--- src/rtl/csa_seq_multiplier.sv ---
// Sequential unsigned multiplier: carry-save accumulation of BITS_PER_CYCLE partial
// products per cycle, followed by one carry-propagate add to resolve the product.
module csa_seq_multiplier #(
  parameter int unsigned WIDTH          = 32,
  parameter int unsigned BITS_PER_CYCLE = 2
) (
  input  logic                 clk,
  input  logic                 rst,
  input  logic                 start,
  input  logic [WIDTH-1:0]     a,
  input  logic [WIDTH-1:0]     b,
  output logic                 busy,
  output logic                 done,
  output logic [2*WIDTH-1:0]   product
);

  localparam int unsigned PW    = 2 * WIDTH;
  localparam int unsigned N     = WIDTH / BITS_PER_CYCLE;
  localparam int unsigned CNT_W = $clog2(N + 1);

  if ((WIDTH < 4) ||
      ((BITS_PER_CYCLE != 1) && (BITS_PER_CYCLE != 2) && (BITS_PER_CYCLE != 4)) ||
      ((WIDTH % BITS_PER_CYCLE) != 0)) begin : g_bad_cfg
    $error("csa_seq_multiplier: unsupported WIDTH/BITS_PER_CYCLE combination");
  end

  typedef enum logic [1:0] {
    IDLE    = 2'd0,
    ACCUM   = 2'd1,
    RESOLVE = 2'd2
  } state_t;

  state_t           state;
  logic [PW-1:0]    mcand;
  logic [WIDTH-1:0] mplier;
  logic [PW-1:0]    sum;
  logic [PW-1:0]    carry;
  logic [CNT_W-1:0] cnt;
  logic [PW-1:0]    sum_nxt;
  logic [PW-1:0]    carry_nxt;

  // Rows of 3:2 compressors folding one shifted partial product each into sum/carry.
  // Bits shifted past PW are dropped; the pair stays congruent to the product mod 2^PW.
  always_comb begin
    logic [PW-1:0] s_v;
    logic [PW-1:0] c_v;
    logic [PW-1:0] pp;
    logic [PW-1:0] t_v;
    s_v = sum;
    c_v = carry;
    pp  = '0;
    t_v = '0;
    for (int j = 0; j < int'(BITS_PER_CYCLE); j++) begin
      pp  = mplier[j] ? (mcand << j) : '0;
      t_v = s_v ^ c_v ^ pp;
      c_v = ((s_v & c_v) | (s_v & pp) | (c_v & pp)) << 1;
      s_v = t_v;
    end
    sum_nxt   = s_v;
    carry_nxt = c_v;
  end

  always_ff @(posedge clk or posedge rst) begin
    if (rst) begin
      state   <= IDLE;
      mcand   <= '0;
      mplier  <= '0;
      sum     <= '0;
      carry   <= '0;
      cnt     <= '0;
      busy    <= 1'b0;
      done    <= 1'b0;
      product <= '0;
    end else begin
      done <= 1'b0;
      case (state)
        IDLE: begin
          if (start) begin
            mcand  <= PW'(a);
            mplier <= b;
            sum    <= '0;
            carry  <= '0;
            cnt    <= '0;
            busy   <= 1'b1;
            state  <= ACCUM;
          end
        end
        ACCUM: begin
          sum    <= sum_nxt;
          carry  <= carry_nxt;
          mcand  <= mcand << BITS_PER_CYCLE;
          mplier <= mplier >> BITS_PER_CYCLE;
          cnt    <= cnt + CNT_W'(1);
          if (cnt == CNT_W'(N - 1)) begin
            state <= RESOLVE;
          end
        end
        RESOLVE: begin
          product <= sum + carry;
          done    <= 1'b1;
          busy    <= 1'b0;
          state   <= IDLE;
        end
        default: begin
          state <= IDLE;
          busy  <= 1'b0;
        end
      endcase
    end
  end

endmodule

--- config.mk ---
export PLATFORM = sky130hd
export DESIGN_NAME = csa_seq_multiplier
export DESIGN_NICKNAME = d
export VERILOG_FILES = /design/src/rtl/csa_seq_multiplier.sv
export SDC_FILE = /design/constraint.sdc
export NUM_CORES = 1
export LEC_CHECK = 0
export CELL_PAD_IN_SITES_DETAIL_PLACEMENT = 1
export CELL_PAD_IN_SITES_GLOBAL_PLACEMENT = 1
export CORE_ASPECT_RATIO = 1.2
export CORE_MARGIN = 2
export CORE_UTILIZATION = 30
export CTS_CLUSTER_DIAMETER = 60
export DETAILED_ROUTE_END_ITERATION = 12
export GPL_TIMING_DRIVEN = 1
export PLACE_DENSITY_LB_ADDON = 0.1
export SYNTH_ARGS = -nofsm -noshare
export SYNTH_HDL_FRONTEND = slang
export SYNTH_SLANG_ARGS = --single-unit
--- constraint.sdc ---
create_clock -name clk -period 10.3 [get_ports clk]
set_input_delay 2.06 -clock clk [delete_from_list [all_inputs] [get_ports clk]]
set_output_delay 2.06 -clock clk [all_outputs]
set_load 0.1 [all_outputs]
==> flow_metrics.env <==
export IMPL_status="complete, no violations"
export IMPL_layout_min_cycle_time_ns=4.21
export IMPL_leakage_uw=0.00966
export IMPL_final_cell_mix="dfrtp_1, and2_1, nand2_1"
export IMPL_dieArea_um2=63600
export IMPL_clockPowerShare_pct=23.0
export IMPL_numCtsBuffers=39
export IMPL_cts_tree="done"
export IMPL_finalWirelength_um=55800
export IMPL_synth_area_leaders="dfrtp_1, fa_1, a22o_1"
export IMPL_crit_type="reg2out"
export IMPL_grt_ovfl_total=0
export IMPL_final_common_cell="dfrtp_1"
export IMPL_yosys_warnings=0
export IMPL_seq_power_share_pct=31.7
export IMPL_p_sw_uw=2600
export IMPL_post_route_period_util_pct=40.9
export IMPL_cts_max_path_buffers=3
export IMPL_num_rows=99
export IMPL_slew_viol_final=0
export IMPL_irDropWorstVdd_mv=0.190
export IMPL_area_growth_pct=17.7
export IMPL_grt_max_degree=209
export IMPL_max_freq_mhz=237
export IMPL_synth_avg_cell_area_um2=10.3
export IMPL_async_reset_ff_share_pct=100
export IMPL_seq_area_frac_synth_pct=39.9
export IMPL_rsz0062_at_grt="false"
export IMPL_synth_cell_type_count=71
export IMPL_dpl_instance_area_um2=20500
export IMPL_required_ns=8.24
export IMPL_synth_area_um2=18500
export IMPL_diodes=0
export IMPL_gp_congestion=0.830
export IMPL_drc=0
export IMPL_design_core_area_um2=60800
export IMPL_min_path_type="reg2reg"
export IMPL_path_max_fanout=2
export IMPL_synth_top_area_share_pct=39.9
export IMPL_synthesis_nets=2051
export IMPL_cpMaxStageDelayCell="clkdlybuf4s50_1"
export IMPL_antenna_found_initial=1
export IMPL_synth_ff_type="dfrtp_1"
export IMPL_crit_family="buffers and inverters"
export IMPL_cts_setup_buffers=0
export IMPL_slowest_delay_ns=1.19
export IMPL_track_usage_pct=18.0
export IMPL_path_buf_inv=1
export IMPL_dr_pass1_iters=4
export IMPL_die_x_um=231
export IMPL_worst_pin_slew_ns=1.10
export IMPL_cts_sinks=295
export IMPL_synth_edf_count=0
export IMPL_finalWorstSetupSlack_ns=6.09
export IMPL_path_cells="clkdlybuf4s50_1"
export IMPL_grt_pass1_vias=15500
export IMPL_critPathCaptureType="output port"
export IMPL_cap_violations=0
export IMPL_post_place_ws_ns=5.61
export IMPL_fin_skew_ns=0.0142
export IMPL_synthCells=1795
export IMPL_wl_per_cell_um=20.7
export IMPL_slew_headroom_pct=26.6
export IMPL_ioPinCount=133
export IMPL_port_buffers=132
export IMPL_powerDensity_nw_per_um2=273
export IMPL_drtIter0Drc=639
export IMPL_p_comb_share_pct=45.3
export IMPL_final_area_um2=21800
export IMPL_routed_via_count=13900
export IMPL_ant_nets=0
export IMPL_hold_viol_final=0
export IMPL_post_cts_resized_instances=0
export IMPL_final_nets=2111
export IMPL_setup_viol=0
export IMPL_setup_tns_ns=0
export IMPL_swShare_pct=43.8
export IMPL_via_per_inst=5.18
export IMPL_h_tree_depth=2
export IMPL_p_int_uw=3340
export IMPL_hold_buffers=0
export IMPL_yosys_area_top_type="dfrtp_1"
export IMPL_dpl_hpwl_um=39000
export IMPL_path_clk_slew_ns=0.06
export IMPL_insertion_delay_ns=0.56
export IMPL_cp_data_arrival_time_ns=2.15
export IMPL_cp_start_kind="register"
export IMPL_drive_gt1_share_pct=6.27
export IMPL_start_util_pct=30.4
export IMPL_synth_seq_cells=295
export IMPL_grt_pass1_wl_um=90600
export IMPL_chipHeight_um=276
export IMPL_cts_root_buf="clkbuf_16"
[final cells by class]
type,instances,area [um^2]
fill,6757,39100
clock inverter,10,90.1
timing repair buffer,147,1440
multi-input combinational,1345,10500
inverter,27,109
clock buffer,58,1190
sequential,295,7380
tap,808,1010
[path summary, 6_finish.rpt]
check | from | endpoint | slack, ns | cells after the start
worst max-delay path | product[51] | product[51] | 6.09 | 1
worst min-delay path | mplier[16] | mplier[16] | 0.47 | 2
worst max register to register | sum[8] | product[63] | 6.46 | 10
worst min register to register | mplier[16] | mplier[16] | 0.47 | 2
max in group asynchronous | rst | sum[7] | 6.35 | 4
min in group asynchronous | rst | product[41] | 1.96 | 2
[cells in the mapped netlist (all sizes together) (6+ instances only)]
cell,instances
a211oi,9
o211ai,7
and2,189
fa,124
and3,10
dfrtp,295
o21ai,161
clkbuf,109
xnor2,29
a21oi,79
nand3,25
nand2,182
o21bai,8
ha,65
buf,19
a22o,157
a21o,27
nor2,47
nor2b,7
inv,26
nor3,17
a211o,6
a31oi,73
nand4,24
xor2,24
o31ai,6
o21a,7
[kinds of logic after synthesis]
kind of cell	share of synthesized area (%)
and+or+nand+nor	14.7
AOI/OAI and AO/OA	21.8
xor gates and xnor gates	2.51
adders and majority gates	17.8
DFF	39.9
buffers and inverters	3.23
[flip-flops by register name, indices dropped and copies added, names as in the netlist]
signal	flops
busy	1
carry	62
cnt	5
done	1
mcand	64
mplier	32
product	64
state	2
sum	64
[power by group through the flow]
stage	combinational (uW)	clock (uW)	sequential [uW]
3_5_place_dp	2730	0	1910
2_1_floorplan	1660	0	2190
6_report	2690	1370	1880
4_1_cts	2740	1420	1890
5_1_grt	2990	1460	1950
3_3_place_gp	2670	0	1900
[through the flow]
stage	instances	utilization (%)	power, uW	hold WS [ns]
4_1_cts	2690	35.8	6050	0.475
3_3_place_gp	2622	33.7	4570	0.453
6_report	2690	35.8	5930	0.470
2_1_floorplan	1795	-	3850	0.442
3_5_place_dp	2622	33.7	4630	0.463
5_1_grt	2690	35.8	6400	0.501
[routing by layer]
layer	vias to the layer above	routed length, um	global-route usage [%]
li1	6516	-	-
met1	7201	25200	23.5
met2	141	28000	31.2
met3	74	1220	2.30
met4	2	1400	4.96
met5	-	13	0
(Power assumes the default switching activity.)
